==> src/rtl/timer_mmio.sv <==
`default_nettype none
// ============================================================================
// Module   : timer_mmio
// Brief    : Memory-mapped prescaled 32-bit timer with compare match and irq.
// Revision : 1.0 - initial release
// ============================================================================
module timer_mmio #(
    parameter logic [31:0] BASE_ADDR = 32'h0000_8000
) (
    input  logic        clk,
    input  logic        rst,
    input  logic        ram_en,
    input  logic        write_en,
    input  logic        read_en,
    input  logic [31:0] addr,
    input  logic [3:0]  select,
    input  logic [31:0] data_i,
    output logic [31:0] data_o,
    output logic        irq_o
);

    localparam logic [1:0] c_reg_ctrl    = 2'd0;
    localparam logic [1:0] c_reg_count   = 2'd1;
    localparam logic [1:0] c_reg_compare = 2'd2;
    localparam logic [1:0] c_reg_status  = 2'd3;

    logic        r_enable;
    logic        r_auto_reload;
    logic        r_irq_en;
    logic [15:0] r_prescale;
    logic [15:0] r_pre_cnt;
    logic [31:0] r_count;
    logic [31:0] r_compare;
    logic        r_match;

    logic        w_hit;
    logic        w_wr;
    logic        w_rd;
    logic [1:0]  w_sel;
    logic [31:0] w_mask;
    logic [31:0] w_ctrl;
    logic [31:0] w_ctrl_new;
    logic [31:0] w_count_new;
    logic [31:0] w_compare_new;
    logic [31:0] w_rdata;
    logic        w_tick;
    logic        w_eq;
    logic        w_unused;

    assign w_hit  = ram_en && (addr[31:4] == BASE_ADDR[31:4]);
    assign w_wr   = w_hit && write_en;
    assign w_rd   = w_hit && read_en && !write_en;
    assign w_sel  = addr[3:2];
    assign w_mask = {{8{select[3]}}, {8{select[2]}}, {8{select[1]}}, {8{select[0]}}};

    assign w_ctrl        = {r_prescale, 13'd0, r_irq_en, r_auto_reload, r_enable};
    assign w_ctrl_new    = (w_ctrl    & ~w_mask) | (data_i & w_mask);
    assign w_count_new   = (r_count   & ~w_mask) | (data_i & w_mask);
    assign w_compare_new = (r_compare & ~w_mask) | (data_i & w_mask);

    // A tick fires on the cycle the prescaler sits at its terminal value.
    assign w_tick = r_enable && (r_pre_cnt == r_prescale);
    assign w_eq   = (r_count == r_compare);

    assign w_unused = &{1'b0, addr[1:0], w_ctrl_new[15:3]};

    always_comb begin
        w_rdata = 32'd0;
        case (w_sel)
            c_reg_ctrl:    w_rdata = w_ctrl;
            c_reg_count:   w_rdata = r_count;
            c_reg_compare: w_rdata = r_compare;
            c_reg_status:  w_rdata = {31'd0, r_match};
            default:       w_rdata = 32'd0;
        endcase
    end

    always_ff @(posedge clk) begin
        if (rst) begin
            r_enable      <= 1'b0;
            r_auto_reload <= 1'b0;
            r_irq_en      <= 1'b0;
            r_prescale    <= 16'd0;
            r_pre_cnt     <= 16'd0;
            r_count       <= 32'd0;
            r_compare     <= 32'd0;
            r_match       <= 1'b0;
            data_o        <= 32'd0;
        end else begin
            data_o <= w_rd ? w_rdata : 32'd0;

            if (w_wr && (w_sel == c_reg_ctrl)) begin
                r_enable      <= w_ctrl_new[0];
                r_auto_reload <= w_ctrl_new[1];
                r_irq_en      <= w_ctrl_new[2];
                r_prescale    <= w_ctrl_new[31:16];
                r_pre_cnt     <= 16'd0;
            end else if (r_enable) begin
                r_pre_cnt <= w_tick ? 16'd0 : r_pre_cnt + 16'd1;
            end

            // A bus write to COUNT overrides the tick's increment/reload.
            if (w_wr && (w_sel == c_reg_count)) begin
                r_count <= w_count_new;
            end else if (w_tick) begin
                r_count <= (w_eq && r_auto_reload) ? 32'd0 : r_count + 32'd1;
            end

            if (w_wr && (w_sel == c_reg_compare)) begin
                r_compare <= w_compare_new;
            end

            if (w_tick && w_eq) begin
                r_match <= 1'b1;
            end else if (w_wr && (w_sel == c_reg_status) && select[0] && data_i[0]) begin
                r_match <= 1'b0;
            end
        end
    end

    assign irq_o = r_match && r_irq_en;

endmodule
`default_nettype wire

==> config.mk <==
export PLATFORM = sky130hd
export DESIGN_NAME = timer_mmio
export DESIGN_NICKNAME = d
export VERILOG_FILES = /design/src/rtl/timer_mmio.sv
export SDC_FILE = /design/constraint.sdc
export NUM_CORES = 1
export LEC_CHECK = 0
export ABC_AREA = 1
export CAP_MARGIN = 40
export CORE_MARGIN = 5
export CORE_UTILIZATION = 51
export CTS_CLUSTER_SIZE = 8
export DETAILED_ROUTE_END_ITERATION = 10
export PLACE_DENSITY = 0.89
export SYNTH_ARGS = -nofsm -noshare
export SYNTH_HDL_FRONTEND = slang
export SYNTH_SLANG_ARGS = --single-unit
==> constraint.sdc <==
create_clock -name clk -period 1.5 [get_ports clk]
set_input_delay 0.3 -clock clk [delete_from_list [all_inputs] [get_ports clk]]
set_output_delay 0.3 -clock clk [all_outputs]
set_load 0.02 [all_outputs]
==> metrics.cfg, run 1 <==
[run_status]
status = aborted with a tool error
stop_stage = global routing
firstError = [ERROR GRT-0232] Routing congestion too high. Check the congestion heatmap in the GUI.

[synthesis]
ys_seq_elements = 132
postSynthAreaPerCell_um2 = 5.889
synthDistinctLibCells = 31
synth-seq-area-share = 0.3329
synth_warnings = 0
yosysTopAreaCell = dfxtp_1
postSynthCellCount = 1348
synth_top_area_share = 0.3329
syn_area_mm2 = 0.007939
synthTopCellsByArea = dfxtp_1 33%, nand2_1 23%, nor2_1 10%, inv_1 8.7%, o21ai_0 4.4%
synth_fp_nets = 1423

[grt]
grtUsageTotal = 0.7433
grt_start_max_net_pins = 62
grt_overflow = 1

[clock_tree]
clockRootBuffer = clkbuf_16
cts_buffer_depth = 2
clock_sinks = 132
cts_buffers = 17
htree_num_levels = 4

[floorplan]
die_y_um = 134.8
boundaryPins = 106
start_util = 0.5203
rows = 45
die_width_um = 134.8

[place]
place_congestion = 0.9573
io_buffers = 103
hpwl_um = 21430

[timing]
grt-worst-endpoint = _2440_/D
worst-ep-kind = register data pin

-- cell usage after synthesis --
master / instances
o221ai_1: 1
nor4_1: 2
inv_1: 185
nand2_1: 478
nand3_4: 2
buf_2: 16
nor3_1: 11
nand3b_1: 1
clkbuf_2: 2
dfxtp_1: 132
buf_4: 2
clkinv_1: 1
nand4_1: 21
nor3_4: 1
a31oi_1: 18
nor2_2: 6
o21ai_1: 11
o21ai_0: 70
nand3_1: 48
or2_1: 1
nand3_2: 2
nor2_4: 4
nand2_2: 7
xor2_1: 25
nor2_1: 213
inv_2: 1
clkbuf_1: 22
o22ai_1: 1
xnor2_1: 20
ha_1: 2
a21oi_1: 42
-- logic make-up after synthesis --
logic type | Yosys count | synth area share
flops | 132 | 0.3329
compound gates | 143 | 0.09362
fa+ha+maj | 2 | 0.003152
simple gates | 797 | 0.4087
buf+inv | 229 | 0.1121
xor+xnor | 45 | 0.04965
-- stage by stage --
step / utilization / setup WS, ns / hold WS, ns / cell area (um^2) / std cells
floorplan: - / -0.05603 / 0.4469 / 8098 / 1348
global placement: 0.7251 / -0.6955 / 0.4735 / 11060 / 1860
detailed placement: 0.7251 / -0.8404 / 0.4852 / 11060 / 1860
CTS: 0.8401 / -0.2953 / 0.3417 / 12820 / 1945
-- per-layer routing --
layer	global-route usage	overflow
met5	0.2389	0
met4	0.7285	1
met3	0.6449	0
met2	0.8760	0
met1	0.7421	0
-- timing repair --
item	in CTS
cloned	6
setup buffers	49
gates resized for setup	371
hold buffers	0
pin swaps	124
setup endpoints to repair	165
==> run 2: changes to the inputs <==
--- a/config.mk
+++ b/config.mk
@@ -8,10 +8,9 @@
 export ABC_AREA = 1
 export CAP_MARGIN = 40
 export CORE_MARGIN = 5
-export CORE_UTILIZATION = 51
-export CTS_CLUSTER_SIZE = 8
+export CORE_UTILIZATION = 40
 export DETAILED_ROUTE_END_ITERATION = 10
-export PLACE_DENSITY = 0.89
+export PLACE_DENSITY_LB_ADDON = 0.15
 export SYNTH_ARGS = -nofsm -noshare
 export SYNTH_HDL_FRONTEND = slang
 export SYNTH_SLANG_ARGS = --single-unit
==> constraint.sdc (replaced) <==
create_clock -name clk -period 2 [get_ports clk]
set_input_delay 0.4 -clock clk [delete_from_list [all_inputs] [get_ports clk]]
set_output_delay 0.4 -clock clk [all_outputs]
set_load 0.02 [all_outputs]
==> run 2 against run 1 <==
Against the previous run:
- the run now ends clean
- synthesized cell count unchanged
- synthesized area stayed put
==> metrics.cfg, run 2 <==
[clock_tree]
cts_tree = done
htree_num_levels = 4
clk_latency_ns = 0.43
clockRootBuffer = clkbuf_16
cts_buffers = 17
cts_buffer_depth = 2
clock_sinks = 132
clk_pin_slew_worst_paths_ns = 0.06

[synthesis]
synth-async-reset-ratio = 0
ys_seq_elements = 132
yosysTopAreaCell = dfxtp_1
yosysMostFrequentCell = nand2_1
syn_area_mm2 = 0.007939
postSynthAreaPerCell_um2 = 5.889
netlist_top_cells_count = 478 x nand2_1, 213 x nor2_1, 185 x inv_1, 132 x dfxtp_1, 70 x o21ai_0
synthTopCellsByArea = dfxtp_1 33%, nand2_1 23%, nor2_1 10%, inv_1 8.7%, o21ai_0 4.4%
synth_edf_count = 0
synth_top_area_share = 0.3329
synthDistinctLibCells = 31
synth_fp_nets = 1423
postSynthCellCount = 1348
synth_warnings = 0
synth-seq-area-share = 0.3329
ys.flop_type = dfxtp_1

[layout]
fillerInstances = 2013
layout-area-overhead-vs-synth_pct = 33.49
fin_cells = 1787
mostFrequentLayoutCells = 472 x nand2_1, 203 x nor2_1, 184 x inv_1
antenna_cells = 0
drive_gt1_frac = 0.1110
post-route-cell-area_mm2 = 0.01060
final_common_cell = nand2_1
final_nets = 1586

[grt]
grtUsageMet2 = 0.3579
grt_overflow = 0
grt_first_pass_wirelength_um = 40890
met1_usage = 0.3274
grtUsageMet3 = 0.04219
grtUsageTotal = 0.2293
grt_start_max_net_pins = 62
grt_pass1_vias = 7822
grt-busiest-layer = met2
antenna_found_initial = 0

[timing]
max-slew-margin-rel = 0.5197
fmax_mhz = 520.9
finalCriticalPeriod_ns = 1.920
setup_viol = 0
post-route-period-util = 0.9598
rsz0062_at_grt = yes
hold_ws_ns = 0.4452
maxSlewViolCount = 0
hold_viol = 0
clock_skew_ns = 0.008521
tns_ns = 0
max_slew.worst_pin.slew_ns = 0.7205

[worst_setup_path]
end_kind = flop
cpMostUsedCell = nand2_1
arrival_ns = 2.28
critPathKind = in2reg
worst-path-max-fanout = 8
crit_path_start_kind = input pin
cpPeakStageDelay_ns = 0.41
required_ns = 2.36
slowest_stage = clkdlybuf4s50_1
crit_path_cell_trace = clkdlybuf4s50_1 -> or2_1 -> nor2_2 -> nand2_1 -> nor2_4 -> buf_4 -> nand3_4 -> nand2_2 -> nand2_2 -> nand2_1 -> nand2_1 -> nor2_1

[routing]
wirelength_um = 26060
first_pass_iters = 6
dr_total_vias = 8627
drc = 0
viasPerCell = 4.828
drt-initial-drc-count = 668
ant_nets = 0
wl_per_cell_um = 14.58

[power_and_ir_drop]
p_leak_nw = 4.875
p_per_area_mw_per_mm2 = 617.0
peakVddDrop_v = 0.0005422

[place]
hpwl_um = 19930
dpl_cell_area_mm2 = 0.009744
place_congestion = 0.9267
io_buffers = 103
dp_cells = 1755

[floorplan]
die_y_um = 150.9
start_util = 0.4066
dieArea_mm2 = 0.02276
die_width_um = 150.9
boundaryPins = 106
rows = 51
coreArea_mm2 = 0.01953

[run_status]
status = completed

[run]
drv_cap = 0

[min_path]
hold_class = in2reg

[run 2: cell counts after synthesis]
No cell type changed its count.
[run 2: worst paths after layout]
| kind | start | to | slack [ns] | depth (start not counted) |
|---|---|---|---|---|
| hold / removal | rst | r_pre_cnt[0] | 0.45 | 5 |
| setup / recovery | addr[6] | flop | 0.08 | 12 |
| hold reg to reg | flop | data_o[5] | 0.48 | 2 |
| setup reg to reg | flop | flop | 0.15 | 11 |
[run 2: repair_timing]
action	in CTS	in global routing
pin swaps	0	10
gates resized for setup	2	68
endpoints found under the setup margin	7	102
hold buffers	0	0
setup buffers	0	2
[run 2: through the flow]
step	setup WS, ns	power (mW)	util
detailed placement	-0.5004	3.035	0.4990
finish	0.08040	6.539	0.5427
CTS	0.05144	6.586	0.5328
global placement	-0.4817	3.037	0.4990
floorplan	0.2898	2.778	-
global route	-0.05055	6.731	0.5427
[run 2: cell families after synthesis]
logic type | after synthesis | synth area share
fa+ha+maj | 2 | 0.003152
xor+xnor | 45 | 0.04965
compound gates | 143 | 0.09362
flops | 132 | 0.3329
buf+inv | 229 | 0.1121
simple gates | 797 | 0.4087
[run 2: critical path: cells and delay by family]
| kind | cells | cell delay, ns |
|---|---|---|
| buf+inv | 2 | 0.55 |
| simple gates | 10 | 1.31 |
[run 2: routing by layer]
layer,vias up,routed length (um),share of wire
li1,4462,-,-
met1,3864,12720,0.49
met2,269,11280,0.43
met3,32,1672,0.064
met4,0,382,0.015
met5,-,0,0
[run 2: power by group]
group / switching, mW / total (mW) / leakage, nW / internal, mW
registers: 0.00000000157 / 2.63 / 1.07 / 2.63
clock network: 1.22 / 3.55 / 0.317 / 2.33
logic: 0.181 / 0.357 / 3.49 / 0.176
total: 1.40 / 6.54 / 4.87 / 5.14
[run 2: final cells by class]
cell class	instances	area (um^2)	area share
Sequential cell	132	2650	0.2501
Multi-Input combinational cell	987	4529	0.4274
Clock inverter	12	227.7	0.02149
Tap cell	265	331.6	0.03129
Timing Repair Buffer	186	1728	0.1630
Inverter	187	701.9	0.06623
Clock buffer	18	429.2	0.04050
Power figures use the tool's default switching activity.
==> run 3: changes to the inputs <==
--- a/config.mk
+++ b/config.mk
@@ -8,7 +8,7 @@
 export ABC_AREA = 1
 export CAP_MARGIN = 40
 export CORE_MARGIN = 5
-export CORE_UTILIZATION = 40
+export CORE_UTILIZATION = 23
 export DETAILED_ROUTE_END_ITERATION = 10
 export PLACE_DENSITY_LB_ADDON = 0.15
 export SYNTH_ARGS = -nofsm -noshare
==> run 3 against run 2 <==
Against the previous run:
- routed wire length rose by 15%
- sequential share of layout area fell by 0.84 points
- clock skew rose by 0.0057 ns
- critical path depth rose by 2
- cell area rose by 3.4%
- fmax fell by 0.62%
- global-route usage fell by 7.4 points
- largest cell class unchanged
- largest power group unchanged
- setup slack got worse by 0.012 ns
==> metrics.cfg, run 3 (synthesis results as in run 2) <==
[worst_setup_path]
cp.buffers_inverters = 3
cpMostUsedCell = nand2_1
crit_path_cell_trace = clkdlybuf4s50_1 -> nor2_1 -> nand2_1 -> nor2_1 -> nand2_1 -> nor2_4 -> buf_4 -> nand3_4 -> nand2_2 -> buf_12 -> nand2_2 -> nand2_1 -> nand2_1 -> a21oi_1
arrival_ns = 2.29
reg2reg_slack_ns = 0.10
required_ns = 2.36
critPathKind = in2reg
worst-path-max-fanout = 8
crit_path_start_kind = input pin
end_kind = flop
slowest_stage = clkdlybuf4s50_1
critPathTopFamily = simple AND/OR/NAND/NOR gates
cpPeakStageDelay_ns = 0.44

[clock_tree]
cts_buffer_depth = 2
clock_sinks = 132
htree_num_levels = 4
clk_latency_ns = 0.44
cts_buffers = 17
cts_tree = done
clk_pin_slew_worst_paths_ns = 0.07
clockRootBuffer = clkbuf_16

[place]
place_congestion = 0.8464
io_buffers = 103
dp_cells = 1973
hpwl_um = 23750
dpl_cell_area_mm2 = 0.01020

[timing]
hold_ws_ns = 0.4801
setup_viol = 0
hold_viol = 0
clock_skew_ns = 0.01424
maxSlewViolCount = 0
finalCriticalPeriod_ns = 1.932
fmax_mhz = 517.7
max_slew.worst_pin.slew_ns = 0.3506
rsz0062_at_grt = yes
max-slew-margin-rel = 0.7645
post-route-period-util = 0.9658

[routing]
drc = 0
ant_nets = 0
dr_total_vias = 8576
wl_per_cell_um = 14.85
drt-initial-drc-count = 467
viasPerCell = 4.267
first_pass_iters = 4
wirelength_um = 29850

[run]
drv_cap = 0

[power_and_ir_drop]
peakVddDrop_v = 0.0005960
p_leak_nw = 4.994
p_per_area_mw_per_mm2 = 567.7

[floorplan]
dieArea_mm2 = 0.03833
rows = 68
boundaryPins = 106
start_util = 0.2315
die_y_um = 195.8
die_width_um = 195.8
coreArea_mm2 = 0.03429

[min_path]
hold_class = in2reg

[layout]
finish.utilization = 0.3197
fin_cells = 2010
drive_gt1_frac = 0.1273
layout-area-overhead-vs-synth_pct = 38.08
mostFrequentLayoutCells = 474 x nand2_1, 198 x nor2_1, 185 x inv_1
post-route-cell-area_mm2 = 0.01096
final_nets = 1617
antenna_cells = 0
final_common_cell = nand2_1

[run_status]
status = completed

[grt]
grt_pass1_vias = 8254
grtUsageTotal = 0.1556
grt_overflow = 0
grt_start_max_net_pins = 62
grt_first_pass_wirelength_um = 46800
antenna_found_initial = 0

run 3: cell type report:
cell class | count | area (um^2)
Fill cell | 3860 | 23330
Multi-Input combinational cell | 987 | 4508
Sequential cell | 132 | 2649
Timing Repair Buffer | 217 | 1944
Inverter | 187 | 701.9
Tap cell | 455 | 569.3
Clock buffer | 19 | 442.9
Clock inverter | 13 | 146.4
run 3: through the flow:
step	worst slack, ns	TNS [ns]	total power, mW
global placement	-0.4368	-41.18	3.054
floorplan	0.2898	0	2.778
global route	-0.07088	-1.689	6.443
finish	0.06845	0	6.223
CTS	0.005812	0	6.319
detailed placement	-0.4372	-42.21	3.052
run 3: final timing paths:
kind                  from        end  depth (start not counted)
setup reg to reg      flop       flop                         12
hold reg to reg       flop  data_o[5]                          2
hold / removal         rst       flop                          3
setup / recovery  addr[19]       flop                         14
run 3: report_power, final:
part           internal (mW)  leakage [nW]  switching [mW]
Combinational          0.181          3.64           0.189
Clock                   1.89         0.290            1.34
Sequential              2.63          1.07   0.00000000126
Total                   4.70          4.99            1.52
run 3: timing repair:
item	4_1_cts	5_1_grt
gates resized for setup	2	52
buffers inserted	1	4
setup endpoints to repair	3	96
hold buffers	0	0
pin swaps	1	3
endpoints found under the hold margin	0	0
run 3: metal layers:
layer	up-vias	global-route usage	share of wire
li1	4529	-	-
met1	3897	0.2158	0.50
met2	135	0.2529	0.46
met3	15	0.02937	0.035
met4	0	0.03258	0.010
met5	-	0	0
run 3: worst reg2reg max path, cell delays in order (launching register included):
cell and delay [ns]:
dfxtp_1 0.42, nand2_1 0.08, nand2_1 0.19, nand2_1 0.08
nor2_1 0.09, nand2_1 0.13, nor2_2 0.20, nand3_2 0.14
buf_6 0.19, nand3_1 0.12, nand2_1 0.06, nand2_1 0.06
inv_1 0.03
